File: config.mk
export PLATFORM = sky130hd
export DESIGN_NAME = get_target
export DESIGN_NICKNAME = d
export VERILOG_FILES = /design/src/rtl/get_target_pkg.sv /design/src/rtl/get_target_target_tracker.sv /design/src/rtl/get_target.sv
export SDC_FILE = /design/constraint.sdc
export NUM_CORES = 1
export LEC_CHECK = 0
export BUFFER_PORTS_ARGS = -buffer_cell sky130_fd_sc_hd__buf_2
export CAP_MARGIN = 40
export CORE_MARGIN = 2
export CORE_UTILIZATION = 46
export DETAILED_ROUTE_END_ITERATION = 6
export HOLD_SLACK_MARGIN = 0.05
export PLACE_DENSITY = 0.66
export SLEW_MARGIN = 20
export SYNTH_ARGS = -nofsm -noshare
export SYNTH_HDL_FRONTEND = slang
export SYNTH_SLANG_ARGS = --single-unit
File: constraint.sdc
create_clock -name clk_in -period 7.92 [get_ports clk_in]
set_input_delay 0.792 -clock clk_in [delete_from_list [all_inputs] [get_ports clk_in]]
set_output_delay 0.792 -clock clk_in [all_outputs]
set_load 0.05 [all_outputs]
File: src/rtl/get_target_pkg.sv
// rtl/get_target_pkg.sv - shared constants and types for the get_target colour tracker
//
// Purpose : target count, coordinate width, run-length ceiling and the
//           3-bit compressed colour code of every target.
// Ports   : none (package).

package get_target_pkg;

   localparam int NUM_TARGETS = 4;
   localparam int COORD_W     = 11;

   typedef logic [COORD_W-1:0] coord_t;
   typedef logic [2:0]         rgb_t;

   // Longest run a tracker can count; runs keep matching but stop growing here.
   localparam coord_t RUN_MAX = '1;

   localparam rgb_t RGB_RED    = 3'b100;
   localparam rgb_t RGB_GREEN  = 3'b010;
   localparam rgb_t RGB_BLUE   = 3'b001;
   localparam rgb_t RGB_YELLOW = 3'b110;

   // Target index i lives in slice [i]: 0 red, 1 green, 2 blue, 3 yellow.
   localparam logic [NUM_TARGETS-1:0][2:0] TARGET_CODES =
      {RGB_YELLOW, RGB_BLUE, RGB_GREEN, RGB_RED};

   // Saturating increment shared by the column counter and the run counters.
   function automatic coord_t sat_inc(input coord_t value, input coord_t limit);
      return (value >= limit) ? limit : value + coord_t'(1);
   endfunction

endpackage

File: src/rtl/get_target_target_tracker.sv
// rtl/get_target_target_tracker.sv - run measurement and best-run capture for one colour
//
// Purpose : follows horizontal runs of pixels equal to COLOUR_CODE and keeps the
//           widest run seen in the current frame as a centre position + diameter.
// Ports   : clk_in, rst_in      clock, asynchronous active-high reset
//           line_start_in       vsync strobe; closes any open run before this pixel
//           frame_clear_in      vcount wrap; drops the best values
//           col_in              column of the pixel presented this cycle
//           row_in              line on which any closing run lies
//           rgb_in              compressed pixel
//           hcount_out, vcount_out, diameter_out, valid_out  registered best run

import get_target_pkg::*;

module target_tracker #(
   parameter rgb_t COLOUR_CODE  = RGB_RED,
   parameter int   MIN_DIAMETER = 4
) (
   input  logic               clk_in,
   input  logic               rst_in,
   input  logic               line_start_in,
   input  logic               frame_clear_in,
   input  logic [COORD_W-1:0] col_in,
   input  logic [COORD_W-1:0] row_in,
   input  logic [2:0]         rgb_in,
   output logic [COORD_W-1:0] hcount_out,
   output logic [COORD_W-1:0] vcount_out,
   output logic [COORD_W-1:0] diameter_out,
   output logic               valid_out
);

   localparam coord_t MIN_D = coord_t'(MIN_DIAMETER);

   logic   run_active_q, run_active_d;
   coord_t run_start_q,  run_start_d;
   coord_t run_len_q,    run_len_d;
   coord_t best_h_q,     best_h_d;
   coord_t best_v_q,     best_v_d;
   coord_t best_len_q,   best_len_d;
   logic   valid_q,      valid_d;

   logic match;
   logic run_end;

   assign match   = (rgb_in == COLOUR_CODE);
   // A vsync always closes the open run, even if the new line's first pixel
   // matches; that pixel then opens a fresh run at column 0.
   assign run_end = run_active_q && (line_start_in || !match);

   always_comb begin
      run_active_d = run_active_q;
      run_start_d  = run_start_q;
      run_len_d    = run_len_q;
      best_h_d     = best_h_q;
      best_v_d     = best_v_q;
      best_len_d   = best_len_q;

      // Strictly greater: an equal-length later run leaves the earlier one in place.
      if (run_end && (run_len_q > best_len_q)) begin
         best_len_d = run_len_q;
         best_h_d   = run_start_q + (run_len_q >> 1);
         best_v_d   = row_in;
      end

      // Frame wrap wins over a run closing on the same strobe.
      if (frame_clear_in) begin
         best_len_d = '0;
         best_h_d   = '0;
         best_v_d   = '0;
      end

      if (match) begin
         if (run_active_q && !line_start_in) begin
            run_len_d = sat_inc(run_len_q, RUN_MAX);
         end else begin
            run_active_d = 1'b1;
            run_start_d  = col_in;
            run_len_d    = coord_t'(1);
         end
      end else begin
         run_active_d = 1'b0;
         run_len_d    = '0;
      end

      valid_d = (best_len_d >= MIN_D);
   end

   always_ff @(posedge clk_in or posedge rst_in) begin
      if (rst_in) begin
         run_active_q <= 1'b0;
         run_start_q  <= '0;
         run_len_q    <= '0;
         best_h_q     <= '0;
         best_v_q     <= '0;
         best_len_q   <= '0;
         valid_q      <= 1'b0;
      end else begin
         run_active_q <= run_active_d;
         run_start_q  <= run_start_d;
         run_len_q    <= run_len_d;
         best_h_q     <= best_h_d;
         best_v_q     <= best_v_d;
         best_len_q   <= best_len_d;
         valid_q      <= valid_d;
      end
   end

   assign hcount_out   = best_h_q;
   assign vcount_out   = best_v_q;
   assign diameter_out = best_len_q;
   assign valid_out    = valid_q;

endmodule

File: src/rtl/get_target.sv
// rtl/get_target.sv - four-colour target locator on a compressed pixel stream
//
// Purpose : counts pixel column and line from the vsync strobe and feeds four
//           independent trackers, one per target colour.
// Ports   : clk_in, rst_in   clock, asynchronous active-high reset
//           vsync_in         line start; the pixel in that cycle is column 0
//           rgb_in           compressed pixel {R,G,B}
//           hcount_out[i], vcount_out[i], diameter_out[i], valid_out[i]
//                            best run centre, width and validity for target i

import get_target_pkg::*;

module get_target #(
   parameter int H_PIXELS     = 1680,
   parameter int V_LINES      = 1125,
   parameter int MIN_DIAMETER = 4
) (
   input  logic                                  clk_in,
   input  logic                                  rst_in,
   input  logic                                  vsync_in,
   input  logic [2:0]                            rgb_in,
   output logic [NUM_TARGETS-1:0][COORD_W-1:0]   hcount_out,
   output logic [NUM_TARGETS-1:0][COORD_W-1:0]   vcount_out,
   output logic [NUM_TARGETS-1:0][COORD_W-1:0]   diameter_out,
   output logic [NUM_TARGETS-1:0]                valid_out
);

   localparam coord_t H_LAST = coord_t'(H_PIXELS - 1);
   localparam coord_t V_LAST = coord_t'(V_LINES - 1);

   // hcount_q holds the column of the next pixel; vcount_q the current line.
   coord_t hcount_q, hcount_d;
   coord_t vcount_q, vcount_d;

   coord_t col_cur;
   logic   frame_clear;

   always_comb begin
      col_cur     = vsync_in ? '0 : hcount_q;
      hcount_d    = sat_inc(col_cur, H_LAST);
      vcount_d    = vcount_q;
      frame_clear = 1'b0;
      if (vsync_in) begin
         if (vcount_q == V_LAST) begin
            vcount_d    = '0;
            frame_clear = 1'b1;
         end else begin
            vcount_d    = vcount_q + coord_t'(1);
         end
      end
   end

   always_ff @(posedge clk_in or posedge rst_in) begin
      if (rst_in) begin
         hcount_q <= '0;
         vcount_q <= '0;
      end else begin
         hcount_q <= hcount_d;
         vcount_q <= vcount_d;
      end
   end

   // A run closing this cycle lies on vcount_q, whether it ends on a
   // non-matching pixel or on the vsync that starts the next line.
   for (genvar g = 0; g < NUM_TARGETS; g++) begin : g_tracker
      target_tracker #(
         .COLOUR_CODE  (TARGET_CODES[g]),
         .MIN_DIAMETER (MIN_DIAMETER)
      ) u_tracker (
         .clk_in         (clk_in),
         .rst_in         (rst_in),
         .line_start_in  (vsync_in),
         .frame_clear_in (frame_clear),
         .col_in         (col_cur),
         .row_in         (vcount_q),
         .rgb_in         (rgb_in),
         .hcount_out     (hcount_out[g]),
         .vcount_out     (vcount_out[g]),
         .diameter_out   (diameter_out[g]),
         .valid_out      (valid_out[g])
      );
   end

endmodule

After elaboration in Yosys (flattened, before gate mapping)
Cells that the tools add are included. Widths: inputs -> output; s select.

Input bits: 6. Latch bits: 0. Logic and storage cells: 144. Register bits: 250. Memories: 0. Bits in writable memories: 0. Memory bits (read-only): 0.

Equal/unequal tests: 9. $mul: 0. Reduce and logical (&&, ||, !) cells: 29. Muxes and demuxes: 49. Div/mod/pow operators: 0. $add $sub $neg: 10. Shift-type cells: 0. $lt $le $gt $ge: 13. Bitwise logic cells: 4.

Operators with widths (count): $mux 11 (39); $add 11x1->11 const B (6); $ge 11x11->1 const B (5); $add 11x10->11 (4); $ge 11x3->1 const B (4); $gt 11x11->1 (4); $logic_and 1x1->1 (12); $eq 11x11->1 const B (1); $mux 1 (10); $ne 2x2->1 const B (4); $reduce_and 2->1 (4); $reduce_bool 2->1 (4); $eq 3x3->1 const B (2); $logic_not 1->1 (5); $logic_or 1x1->1 (4); $not 1->1 (4); $eq 3x1->1 const B (1); $eq 3x2->1 const B (1).

Longest topological paths before layout
Depth after elaboration: 8. Depth in mapped cells: 10. Depth with buffers taken out: 9.

Modules after synthesis
A second synthesis with hierarchy kept.

Cells, all modules: 1215. Area, all modules: 13137.6 um2.

By module, submodules not included: target_tracker at g_tracker[1].u_tracker ... (cells an instance 275, area each 2982.9 um2, instances 2, seq. area each 1426.4 um2); target_tracker at g_tracker[0].u_tracker (cells an instance 276, area each 2997.9 um2, instances 1, seq. area each 1426.4 um2); target_tracker at g_tracker[3].u_tracker (cells an instance 275, area each 2986.6 um2, instances 1, seq. area each 1426.4 um2); get_target (cells an instance 114, area each 1187.4 um2, instances 1, seq. area each 550.5 um2).

Least setup slack after synthesis
OpenSTA, ideal clock, no wires.

Path kind: input to register. From: input port vsync_in. To: register hcount_q[3]. Data required time: 7.783 ns. Setup slack: 5.264 ns. Setup time: 0.137 ns. Cell stages on the path: 10. Data arrival time: 2.519 ns. Path buffers: 2. Path through: buf_2 -> clkbuf_1 -> nand2b_1 -> inv_1 -> ha_1 -> nand3_1 -> or3b_1 -> a21o_1 -> nand3_1 -> o21ai_0.

Cells in the longest elaborated chain, start to end: 3. Elaborated cells between the ends (all ways): 4. Those cells by class: add/sub (1); order compare (1); mux (2).

RTL lines: start: declaration (RTL line get_target.sv:20) `input logic vsync_in,`; $mux 11 (*) (RTL line get_target.sv:39) `col_cur = vsync_in ? '0 : hcount_q;`; via col_cur[0] (RTL line get_target.sv:35) `coord_t col_cur;`; $add 11x1->11 or $ge 11x11->1 (tied branches) (RTL line get_target_pkg.sv:29) `return (value >= limit) ? limit : value + coord_t'(1);`; $mux 11 (*) (RTL line get_target_pkg.sv:29); via hcount_d[3] (RTL line get_target.sv:32) `coord_t hcount_q, hcount_d;`; end signal: assignment (RTL line get_target.sv:58) `hcount_q <= hcount_d;`; end: declaration (RTL line get_target.sv:32).

The timed path passes the listed nets; every way through them passes the cells marked *. A chain may end at the register's enable or synchronous reset.

Final worst setup path
From: register g_tracker[0].u_tracker.run_len_q[10]. To: register g_tracker[0].u_tracker.best_v_q[3].

Cells in the longest elaborated chain, start to end: 3.

RTL lines: start: declaration (RTL line get_target_target_tracker.sv:36) `coord_t run_len_q, run_len_d;`; start signal: assignment (RTL line get_target_target_tracker.sv:100) `run_len_q <= run_len_d;`; $gt 11x11->1 (RTL line get_target_target_tracker.sv:59) `if (run_end && (run_len_q > best_len_q)) begin`; $logic_and 1x1->1 (RTL line get_target_target_tracker.sv:59); $reduce_bool 2->1 (no line); end signal: assignment (RTL line get_target_target_tracker.sv:102) `best_v_q <= best_v_d;`; end: declaration (RTL line get_target_target_tracker.sv:38) `coord_t best_v_q, best_v_d;`.

Every way passes these cells.

==> impl_metrics.env <==
export IMPL_clock_path_buffers=3
export IMPL_gp_congestion=0.8380
export IMPL_fmax_mhz=328.8
export IMPL_post_route_min_period_ps=3041
export IMPL_clockRootBuffer="clkbuf_16"
export IMPL_syn_inst=1339
export IMPL_min_delay_path_class="input port to asynchronous set/reset pin"
export IMPL_antenna_found_initial=0
export IMPL_synth_fp_nets=1440
export IMPL_cap_viol_max_count=0
export IMPL_fin_ws_ps=4879
export IMPL_drive_gt1_frac=0.1491
export IMPL_crit_type="register to register"
export IMPL_fill_cells=2642
export IMPL_cts_resized=0
export IMPL_ctsHoldBuffers=0
export IMPL_crit_required_ps=8350
export IMPL_path_cells="ha_1 -> nand4_1 -> or3_1 -> o211a_1 -> o41ai_4 -> buf_4 -> and2_1 -> mux2_1"
export IMPL_critical_path_max_fanout=36
export IMPL_synth_flop_cell="dfrtp_1"
export IMPL_grt_pass1_wl_um=54430
export IMPL_clock_sinks=250
export IMPL_ys_ff_latch=250
export IMPL_worst_slew_pin_transition_ps=761.7
export IMPL_chipHeight_um=175.6
export IMPL_fin_setup_tns_ps=0
export IMPL_hpwlAfterDp_um=23170
export IMPL_cts_tree="done"
export IMPL_clk_latency_ps=550
export IMPL_num_rows=62
export IMPL_wirelength_um=33200
export IMPL_path_delay_family="simple AND/OR/NAND/NOR gates"
export IMPL_ys_top_cells_by_count="250 x dfrtp_1, 153 x nor2_1, 99 x mux2i_1"
export IMPL_critPathMaxStageDelay_ps=520
export IMPL_nNetsFinal=1566
export IMPL_powerDensity_mw_per_mm2=225.4
export IMPL_h_tree_depth=1
export IMPL_hold_viol_final=0
export IMPL_finClkSkew_ps=16.05
export IMPL_drc=0
export IMPL_die_x_um=175.6
export IMPL_cp_start_kind="register"
export IMPL_syn_avg_cell_area_um2=10.12
export IMPL_synth_warnings=0
export IMPL_dr_pass1_iters=5
export IMPL_rr_startpoint="g_tracker[0].u_tracker.run_len_q[10]$_DFF_PP0_"
export IMPL_synth_edf_count=0
export IMPL_drt_iter0_drc=629
export IMPL_setup_viol=0
export IMPL_grt_setup_unrepaired="false"
export IMPL_synth_largest_area_cell="dfrtp_1"
export IMPL_syn_area_mm2=0.01355
export IMPL_grt_total_usage=0.2189
export IMPL_endpoint_kind="register"
export IMPL_status="complete, no violations"
export IMPL_static_leakage_power_nw=8.430
export IMPL_grt_overflow_total=0
export IMPL_dp_slack_ps=4502
export IMPL_fin_crit_sh=0.3840
export IMPL_grt_max_degree=111
export IMPL_yosysMostFrequentCell="dfrtp_1"
export IMPL_critPathArrivalTime_ps=3470
export IMPL_postCtsSetupRepairBufs=0
export IMPL_diodes=0
export IMPL_synth_top_area_frac=0.4617
export IMPL_path_clk_slew_ps=60
export IMPL_async_reset_ff_frac=1.000
export IMPL_core_mm2=0.02886
export IMPL_syn2layout_area_growth_pct=14.36
export IMPL_numCtsBuffers=27
export IMPL_dr_total_vias=10234
export IMPL_yosysUniqueCellTypes=54
export IMPL_crit_path_top_delay_cell="buf_4"
export IMPL_via_per_inst=5.484
export IMPL_die_area_mm2=0.03084
export IMPL_startpoint="g_tracker[0].u_tracker.run_len_q[10]$_DFF_PP0_"
export IMPL_grt_pass1_vias=9991
export IMPL_ios=142
export IMPL_seq_area_frac_synth=0.4617
export IMPL_synth_area_leaders="dfrtp_1 46%, ha_1 8.4%, mux2i_1 7.3%, nor2_1 4.2%, a21oi_1 2.7%"
export IMPL_wl_per_cell_um=17.79
export IMPL_crit_buf_inv=1
export IMPL_drt_antenna_violating_nets=0
export IMPL_slew_headroom=0.4910
export IMPL_io_buffer_count=141
export IMPL_finalMaxSlewViolations=0
export IMPL_start_util=0.4695
export IMPL_peakVddDrop_mv=0.2155
## per-layer routing
metal | share of wire | vias up | GRT usage
li1 | - | 4977 | -
met1 | 0.47 | 4987 | 0.3160
met2 | 0.46 | 219 | 0.3502
met3 | 0.050 | 51 | 0.03095
met4 | 0.019 | 0 | 0.05200
met5 | 0 | - | 0
## power by group
group          leakage, nW  switching [mW]  total, mW  internal (mW)
sequential            3.41           0.142       1.53           1.39
clock                0.460           0.517       1.34          0.820
combinational         4.56           0.470      0.623          0.153
## through the flow
stage	util	power (mW)	std cells	hold WS (ps)	instance area, um^2
after floorplan	-	1.975	1339	449.8	13550
after global placement	0.5009	2.161	1815	469.5	14460
after detailed placement	0.5027	2.174	1818	470.6	14510
after CTS	0.5350	3.516	1864	435.0	15440
after global routing	0.5369	3.631	1866	127.4	15490
final	0.5369	3.492	1866	138.9	15490
## final cells by class
| class | instances | area [um^2] | area share |
|---|---|---|---|
| Timing Repair Buffer | 156 | 887.1 | 0.05725 |
| Clock buffer | 34 | 742.0 | 0.04788 |
| Inverter | 80 | 307.8 | 0.01986 |
| Clock inverter | 12 | 191.4 | 0.01235 |
| Sequential cell | 250 | 6256 | 0.4037 |
| Tap cell | 384 | 480.5 | 0.03101 |
| Multi-Input combinational cell | 950 | 6630 | 0.4279 |
## registers in the layout, indices dropped and copies added (netlist names)
register                          count
g_tracker.u_tracker.valid_out         4
g_tracker.u_tracker.run_start_q      44
g_tracker.u_tracker.run_len_q        44
g_tracker.u_tracker.diameter_out     44
hcount_q                             11
g_tracker.u_tracker.vcount_out       44
vcount_q                             11
g_tracker.u_tracker.hcount_out       44
g_tracker.u_tracker.run_active_q      4
## cells by family (layout without fill, tap and decap cells)
family                   after synthesis  count (layout)  share of synthesized area
AO/OA/AOI/OAI                        250             250                     0.1216
XOR/XNOR                              67              67                    0.04331
adder cells (fa/ha/maj)               95              95                    0.08994
buffers and inverters                139             282                    0.04913
flip-flops                           250             250                     0.4617
multiplexers                         105             105                    0.07812
AND/OR/NAND/NOR                      433             433                     0.1562
## path summary, 6_finish.rpt
check,to,depth (start not counted),slack (ps)
max,g_tracker[0].u_tracker.vcount_out[3]$_DFFE_PP0P_,8,4880
min,g_tracker[2].u_tracker.hcount_out[0]$_DFFE_PP0P_,2,140
max reg2reg,g_tracker[0].u_tracker.vcount_out[3]$_DFFE_PP0P_,8,4880
min reg2reg,g_tracker[1].u_tracker.run_start_q[10]$_DFFE_PP0P_,2,480
max in group asynchronous,g_tracker[1].u_tracker.hcount_out[9]$_DFFE_PP0P_,5,6610
min in group clk_in,g_tracker[1].u_tracker.run_start_q[10]$_DFFE_PP0P_,2,480
## placed cells by master (no fill, tap or decap), drive strengths merged, types with 41 or more instances in the layout
cell / instances
a21oi: 74
inv: 81
dfrtp: 250
nor2: 153
mux2i: 99
buf: 156
o21ai: 78
nand2: 71
xor2: 41
ha: 91
nand3: 54
## worst reg2reg max path, stage by stage (launching register included)
cell	delay, ps
dfrtp_1	510
ha_1	370
nand4_1	160
or3_1	450
o211a_1	210
o41ai_4	130
buf_4	520
and2_1	250
mux2_1	330
Note: power is estimated with default switching activity, not from simulation.
